===== src/rtl/screen_filler.sv =====
// Raster rectangle filler: emits x/y/pix for every pixel of a clipped inclusive region, row by row.
// Latency: first pixel one cycle after start; start-to-done spans region_pixels+2 cycles with ready high.
// Backpressure: valid/ready; x, y, pix hold while ready is low; abort ends the fill immediately.
// Optional feature macro SCREEN_FILLER_PATTERN_EN adds a 'pattern' input for a checkerboard fill.
module screen_filler #(
    parameter int H_RES = 640,
    parameter int V_RES = 480,
    parameter int CW    = 8,
    localparam int XW   = $clog2(H_RES),
    localparam int YW   = $clog2(V_RES)
) (
    input  logic               clk,
    input  logic               reset_n,
    input  logic               start,
    input  logic               abort,
    input  logic [XW-1:0]      x0,
    input  logic [XW-1:0]      x1,
    input  logic [YW-1:0]      y0,
    input  logic [YW-1:0]      y1,
    input  logic [CW-1:0]      color,
`ifdef SCREEN_FILLER_PATTERN_EN
    input  logic               pattern,
`endif
    input  logic               ready,
    output logic [XW-1:0]      x,
    output logic [YW-1:0]      y,
    output logic [CW-1:0]      pix,
    output logic               valid,
    output logic               busy,
    output logic               done,
    output logic [XW+YW-1:0]   count
);

    typedef enum logic [1:0] {
        IDLE = 2'd0,
        FILL = 2'd1,
        DONE = 2'd2
    } state_t;

    localparam logic [XW-1:0] X_MAX = XW'(H_RES - 1);
    localparam logic [YW-1:0] Y_MAX = YW'(V_RES - 1);

    state_t            state, state_nxt;
    logic [XW-1:0]     x_nxt;
    logic [YW-1:0]     y_nxt;
    logic [CW-1:0]     pix_nxt;
    logic              valid_nxt;
    logic              busy_nxt;
    logic              done_nxt;
    logic [XW+YW-1:0]  count_nxt;

    // Region and colour captured at start; only x_lo is needed for row wrap,
    // y_lo is never revisited so it is not kept.
    logic [XW-1:0]     x_lo, x_lo_nxt;
    logic [XW-1:0]     x_hi, x_hi_nxt;
    logic [YW-1:0]     y_hi, y_hi_nxt;
    logic [CW-1:0]     col, col_nxt;
    logic              pat_in;
    logic              pat_q;
    logic              pat_nxt;

    // Clipped right/bottom edges of the requested region
    logic [XW-1:0]     x1_clip;
    logic [YW-1:0]     y1_clip;

    // Raster successor of the current pixel
    logic [XW-1:0]     adv_x;
    logic [YW-1:0]     adv_y;
    logic              last_pix;

`ifdef SCREEN_FILLER_PATTERN_EN
    assign pat_in = pattern;
`else
    assign pat_in = 1'b0;
`endif

    // Colour of a pixel: checkerboard inverts colour where x and y parities differ
    function automatic logic [CW-1:0] shade(
        input logic [CW-1:0] c,
        input logic          p,
        input logic [XW-1:0] px,
        input logic [YW-1:0] py
    );
        return (p && (px[0] ^ py[0])) ? ~c : c;
    endfunction

    // Clip requested corners to the screen and derive the next raster position
    always_comb begin
        x1_clip  = (x1 > X_MAX) ? X_MAX : x1;
        y1_clip  = (y1 > Y_MAX) ? Y_MAX : y1;
        last_pix = (x == x_hi) && (y == y_hi);
        if (x < x_hi) begin
            adv_x = x + 1'b1;
            adv_y = y;
        end else begin
            adv_x = x_lo;
            adv_y = y + 1'b1;
        end
    end

    // Next-state and next-output logic for the IDLE/FILL/DONE sequencer
    always_comb begin
        state_nxt = state;
        x_nxt     = x;
        y_nxt     = y;
        pix_nxt   = pix;
        valid_nxt = valid;
        busy_nxt  = busy;
        done_nxt  = 1'b0;
        count_nxt = count;
        x_lo_nxt  = x_lo;
        x_hi_nxt  = x_hi;
        y_hi_nxt  = y_hi;
        col_nxt   = col;
        pat_nxt   = pat_q;

        case (state)
            IDLE: begin
                if (start) begin
                    x_lo_nxt  = x0;
                    x_hi_nxt  = x1_clip;
                    y_hi_nxt  = y1_clip;
                    col_nxt   = color;
                    pat_nxt   = pat_in;
                    count_nxt = '0;
                    if ((x0 > x1_clip) || (y0 > y1_clip)) begin
                        // Empty region: straight to the completion pulse
                        state_nxt = DONE;
                        done_nxt  = 1'b1;
                        valid_nxt = 1'b0;
                        busy_nxt  = 1'b0;
                    end else begin
                        state_nxt = FILL;
                        x_nxt     = x0;
                        y_nxt     = y0;
                        pix_nxt   = shade(color, pat_in, x0, y0);
                        valid_nxt = 1'b1;
                        busy_nxt  = 1'b1;
                    end
                end
            end

            FILL: begin
                if (abort) begin
                    // Abort wins over a transfer in the same cycle: pixel not counted
                    state_nxt = DONE;
                    done_nxt  = 1'b1;
                    valid_nxt = 1'b0;
                    busy_nxt  = 1'b0;
                end else if (valid && ready) begin
                    count_nxt = count + 1'b1;
                    if (last_pix) begin
                        state_nxt = DONE;
                        done_nxt  = 1'b1;
                        valid_nxt = 1'b0;
                        busy_nxt  = 1'b0;
                    end else begin
                        x_nxt   = adv_x;
                        y_nxt   = adv_y;
                        pix_nxt = shade(col, pat_q, adv_x, adv_y);
                    end
                end
            end

            DONE: begin
                // One-cycle completion; start is not looked at here
                state_nxt = IDLE;
            end

            default: begin
                state_nxt = IDLE;
                valid_nxt = 1'b0;
                busy_nxt  = 1'b0;
            end
        endcase
    end

    // State and registered outputs; reset abandons any fill without a done pulse
    always_ff @(posedge clk or negedge reset_n) begin
        if (!reset_n) begin
            state <= IDLE;
            x     <= '0;
            y     <= '0;
            pix   <= '0;
            valid <= 1'b0;
            busy  <= 1'b0;
            done  <= 1'b0;
            count <= '0;
            x_lo  <= '0;
            x_hi  <= '0;
            y_hi  <= '0;
            col   <= '0;
        end else begin
            state <= state_nxt;
            x     <= x_nxt;
            y     <= y_nxt;
            pix   <= pix_nxt;
            valid <= valid_nxt;
            busy  <= busy_nxt;
            done  <= done_nxt;
            count <= count_nxt;
            x_lo  <= x_lo_nxt;
            x_hi  <= x_hi_nxt;
            y_hi  <= y_hi_nxt;
            col   <= col_nxt;
        end
    end

`ifdef SCREEN_FILLER_PATTERN_EN
    // Latched checkerboard enable
    always_ff @(posedge clk or negedge reset_n) begin
        if (!reset_n) begin
            pat_q <= 1'b0;
        end else begin
            pat_q <= pat_nxt;
        end
    end
`else
    assign pat_q = 1'b0;
`endif

endmodule


===== config.mk =====
export PLATFORM = sky130hd
export DESIGN_NAME = screen_filler
export DESIGN_NICKNAME = d
export VERILOG_FILES = /design/src/rtl/screen_filler.sv
export SDC_FILE = /design/constraint.sdc
export NUM_CORES = 1
export LEC_CHECK = 0
export CORE_UTILIZATION = 50
export DETAILED_ROUTE_END_ITERATION = 7
export PLACE_DENSITY = 0.77
export SYNTH_ARGS = -nofsm -noshare
export SYNTH_HDL_FRONTEND = slang
export SYNTH_SLANG_ARGS = --single-unit

===== constraint.sdc =====
create_clock -name clk -period 3.35 [get_ports clk]
set_clock_uncertainty 0.1 [all_clocks]
set_input_delay 1.005 -clock clk [delete_from_list [all_inputs] [get_ports clk]]
set_output_delay 1.005 -clock clk [all_outputs]
set_load 0.05 [all_outputs]

* Yosys cells after proc, flatten, opt, wreduce, memory -nomap -nowiden
Index checks and enable logic that the tools add are counted.
** Word-level totals
- Register bits :: 87
- Output and inout bits :: 49
- Word-level logic and storage cells :: 87
** Cells by class
- $add $sub $neg :: 3
- $lt $le $gt $ge :: 5
- Equal/unequal tests :: 12
- Multiplexer cells :: 44
- Bitwise logic cells :: 1
- Reduce and logical (&&, ||, !) cells :: 11
** Operators by type and width (count)
- 2-to-1 mux 10 bit :: 7
- 2-to-1 mux 9 bit :: 7
- 2-to-1 mux 19 bit :: 3
- 2-to-1 mux 8 bit :: 5
- one-hot mux 19 bit (2 select lines) :: 1
- one-hot mux 10 bit (2 select lines) :: 1
- adder 19 x 1 -> 19 bit, second input constant :: 1
- one-hot mux 9 bit (2 select lines) :: 1
- one-hot mux 8 bit (2 select lines) :: 1
- inequality test 2 bit, second input constant :: 6
- adder 10 x 1 -> 10 bit, second input constant :: 1
- equality test 10 bit :: 1
- > comparator 10 bit :: 1
- > comparator 10 bit, second input constant :: 1
- less-than comparator 10 bit :: 1
- 2-to-1 mux 1 bit :: 10
- 2-to-1 mux 2 bit :: 5
- adder 9 x 1 -> 9 bit, second input constant :: 1
- equality test 9 bit :: 1
- > comparator 9 bit :: 1
- > comparator 9 bit, second input constant :: 1
- AND reduction 4 bit :: 2
- AND reduction 7 bit :: 1
- inequality test 3 bit, second input constant :: 2
- 13 further kinds :: 14

* Logic depth before layout (Yosys ltp)
- Depth in word-level cells :: 7
- Gate-level depth with buffers :: 14
- Depth with buffers taken out :: 11

* Worst setup path after synthesis
Ideal clock, no wire load.
- Path kind :: input -> register
- Start :: input port y1[7]
- End :: register x[5]
- Setup time :: 0.125 ns
- Data arrival time :: 3.439 ns
- Required time :: 3.125 ns
- Path slack :: -0.314 ns
- Stages on the path :: 12
- Buffers on the path :: 2
- Path through :: inv_1 > nor3_1 > nor2_1 > ha_1 > and4_1 > a221o_1 > a21o_1 > a32oi_2 > and2_4 > buf_6 > buf_6 > mux2_4
** Between the ends
- Longest elaborated chain between the ends :: 6
** RTL lines
- start, declared :: RTL line 19 : input logic [YW-1:0] y1,
- > comparator 9 bit :: RTL line 90 : y1_clip = (y1 > Y_MAX) ? Y_MAX : y1;
- 2-to-1 mux 9 bit * :: RTL line 90
- > comparator 9 bit * :: RTL line 126 : if ((x0 > x1_clip) || (y0 > y1_clip)) begin
- logical OR 1 bit * :: RTL line 126
- inequality test 2 bit (no source line) *
- AND reduction 6 bit (no source line) *
- end signal, assigned :: RTL line 195 : x <= x_nxt;
- end, declared :: RTL line 25 : output logic [XW-1:0] x,
Every way passes the cells marked *; elsewhere a longest branch is shown, timed or not.
A chain may end at the register's enable or synchronous reset.

* Worst setup path in the final report
- Start :: input port y1[1]
- End :: register x[9]
The elaborated chain is that of the path after synthesis.

==> impl_metrics.yaml <==
route:
  route.detailed.drc: 0
  route.detailed.vias_per_inst: 5.70
  dr.first_iter.drc_count: 323
  detail_route.wl_per_cell_um: 17.3
  detailedRoute.firstPassIterationCount: 4
  antenna_left: 0
  routed_wirelength_mm: 15.1
  detailroute.via_count: 4995
floorplanning:
  ios: 100
  die_span_in_y_um: 104
  fp.dieW_um: 104
  initial_utilization_pct: 52.2
  placement_rows: 36
  design.core.area_um2: 9860
  area_of_the_die_um2: 10700
power_and_ir_drop:
  p_seq_share_pct: 31.5
  power.combinational.fraction_pct: 55.9
  p_switching_uw: 2990
  power.share.switching_pct: 48.9
  pwr-share-clk_pct: 12.7
  maximum_ir_drop_on_the_vdd_rail_mv: 0.583
  powerDensity_nw_per_um2: 876
  power.static_leakage_uw: 0.00320
  internal_power_uw: 3130
clock_tree:
  cts_sinks: 87
  clk_transition_reported_paths_ns: 0.10
  cts_tree: "built"
  ctsHtreeMaxLevel: 3
  root_buffer: "sky130_fd_sc_hd__clkbuf_8"
  cts_hold_repair.buffers: 0
  clock_latency_ns: 0.36
  cts_made_buffers: 9
  clock_tree.buffer_depth: 2
grt:
  grt_use_total_pct: 28.6
  grt_pass1_wl_mm: 24.8
  grt_pass1_vias: 5056
  antenna_found_initial: 0
  grt.overflow.total: 0
  grt_start_max_net_pins: 46
flow_run:
  maxCapViolations: 0
cells_and_area:
  layout.cell_area.non_filler_um2: 6990
  drive_gt1_share_pct: 18.7
  final_antenna_diode_count: 0
  fillers: 747
  final_nets: 821
  combined_flip_flop_and_latch_cell_area_um2: 2180
  area_of_the_multi_input_gates_um2: 2870
  final-instance-count-excl-fill: 876
  syn2layout_area_growth_pct: 35.6
placed_design:
  dpl.hpwl_mm: 10.7
  dp_slack_ns: -0.850
  numPlacedInstances: 837
  gp_congestion: 0.908
  placed_instance_area_um2: 6520
  io_buffers: 99
synthesis:
  ys.warnings.count: 0
  ys_types: 52
  area_of_the_mapped_netlist_um2: 5150
  ys_ff_latch: 87
  synthesis.area_per_instance_um2: 8.72
  synth_fp_nets: 674
  asyncSetResetFlopFracSynth_pct: 100
  syn-instance-count: 591
  synthFlopType: "sky130_fd_sc_hd__dfrtp_1"
  sequential_share_of_the_synthesized_area_pct: 42.2
  synth_edf_count: 0
sta:
  fmax_ghz: 0.301
  setup_viol_count_final: 0
  fin_crit_ns: 3.32
  timing_hold_violations_final: 0
  final_max_slew_viol_count: 0
  slew_headroom_pct: 60.2
  min_setup_slack_post_route_ns: 0.0272
  fin_hold_ws_ns: 0.383
  min_period_over_period_pct: 99.2
  tightest_slew_ns: 0.597
setup_path:
  r2r_cells: 8
  worst_r2r_startpoint: "x[7]$_DFFE_PN0P_"
  criticalPathCategory: "in -> reg"
  r2r-end: "x[9]$_DFFE_PN0P_"
  worstSetupEndpointType: "register"
  worstPathMaxFanout: 6
  crit_end: "x[9]$_DFFE_PN0P_"
  cp-start-kind: "input port"
  critPathArrivalTime_ns: 3.46
  worst_ep_required_time_ns: 3.49
  ff2ff_setup_slack_ns: 0.38
  setup.worst_path.start: "y1[1]"
worst_hold_path:
  min_path_type: "reg -> reg"
  worst_hold_path.num_cells: 2
status:
  outcome: "complete, no violations"
-- worst max-delay path: stages --
cell	delay, ns
sky130_fd_sc_hd__clkdlybuf4s50_1	0.51
sky130_fd_sc_hd__nor2_4	0.05
sky130_fd_sc_hd__ha_1	0.29
sky130_fd_sc_hd__and4_1	0.21
sky130_fd_sc_hd__a221o_1	0.33
sky130_fd_sc_hd__a21o_1	0.22
sky130_fd_sc_hd__a32oi_4	0.24
sky130_fd_sc_hd__and2_4	0.28
sky130_fd_sc_hd__mux2_4	0.31
-- through the flow --
stage	TNS [ns]	power [µW]	utilization [%]
2_1_floorplan	-0.471	4160	-
3_3_place_gp	-20.05	5070	66.1
3_5_place_dp	-23.96	5200	66.1
4_1_cts	0	6060	70.1
5_1_grt	-0.0613	6490	70.8
6_report	0	6120	70.8
-- per-layer routing --
layer,GRT usage [%],vias up,share of wire (%)
li1,-,2329,-
met3,4.59,31,6.5
met1,38.1,2427,42
met5,0,-,0
met4,9.52,0,2.2
met2,47.6,208,49
-- timing repair --
action,CTS,global route
pin swaps,15,20
resized for setup,39,22
setup buffers,18,4
gates cloned,1,0
hold endpoints to repair,0,0
endpoints found under the setup margin,31,30
-- flip-flops by register name, summed over array words and instances (netlist names) --
signal	count
busy	1
col	8
count	19
done	1
pix	8
state	2
x	10
x_hi	10
x_lo	10
y	9
y_hi	9
-- cells by family after synthesis --
family                   share of synthesized area [%]
adder cells (fa/ha/maj)                           7.77
AO/OA/AOI/OAI                                     15.6
XOR/XNOR                                          5.10
flip-flops                                        42.2
AND/OR/NAND/NOR                                   20.9
buffers and inverters                             4.81
multiplexers                                      3.54
-- worst min path at each step --
stage	from	end
finish	x_lo[5]$_DFFE_PN0P_	x_lo[5]$_DFFE_PN0P_
floorplan	x_lo[2]$_DFFE_PN0P_	x_lo[2]$_DFFE_PN0P_
CTS	x_lo[5]$_DFFE_PN0P_	x_lo[5]$_DFFE_PN0P_
global placement	x_lo[3]$_DFFE_PN0P_	x_lo[3]$_DFFE_PN0P_
detailed placement	x_lo[5]$_DFFE_PN0P_	x_lo[5]$_DFFE_PN0P_
global route	x_lo[5]$_DFFE_PN0P_	x_lo[5]$_DFFE_PN0P_
-- final cells by class --
cell class	count	area share, %
multi-input combinational	453	41.0
sequential	87	31.2
timing repair buffer	162	21.2
tap	133	2.38
clock buffer	9	1.77
inverter	25	1.34
clock inverter	7	1.13
-- cell usage after synthesis, drive strengths merged (8+ instances only) --
cell type  count  share of area, %
nor2          56               4.1
clkbuf        15               1.1
xor2          21               3.6
xnor2          9               1.5
a31oi         25               3.4
mux2          12               2.8
nand4         10               1.2
dfrtp         87                42
o21ai         55               5.4
and3           8              0.97
inv           25               1.8
ha            32               7.8
nand2        126               9.2
buf           12               1.9
nand3         17               1.7
a21oi         32               3.7
-- power by group through the flow --
stage | combinational, µW | clock, µW | sequential (µW)
2_1_floorplan | 1800 | 0 | 2360
3_3_place_gp | 3160 | 0 | 1910
3_5_place_dp | 3280 | 0 | 1920
4_1_cts | 3370 | 779 | 1910
5_1_grt | 3690 | 824 | 1980
6_report | 3420 | 776 | 1930
-- placed cells by master, fill, tap and decap left out, types with 5 or more instances in the layout --
master	Yosys	routed
sky130_fd_sc_hd__nand2b_1	5	5
sky130_fd_sc_hd__nand4_1	10	10
sky130_fd_sc_hd__buf_4	2	62
sky130_fd_sc_hd__dlymetal6s2s_1	0	5
sky130_fd_sc_hd__o21ai_0	52	51
sky130_fd_sc_hd__inv_1	24	21
sky130_fd_sc_hd__nor2_2	0	9
sky130_fd_sc_hd__nand2_1	126	125
sky130_fd_sc_hd__nor2_1	56	45
sky130_fd_sc_hd__ha_1	32	30
sky130_fd_sc_hd__xor2_1	21	21
sky130_fd_sc_hd__mux2_4	2	8
sky130_fd_sc_hd__a21oi_1	24	23
sky130_fd_sc_hd__dfrtp_1	87	87
sky130_fd_sc_hd__a31oi_1	22	22
sky130_fd_sc_hd__xnor2_1	9	9
sky130_fd_sc_hd__nand3_1	17	17
sky130_fd_sc_hd__a21oi_2	8	9
sky130_fd_sc_hd__and3_1	8	8
sky130_fd_sc_hd__clkdlybuf4s50_1	0	86
sky130_fd_sc_hd__clkbuf_8	0	9
(Power assumes the default switching activity.)
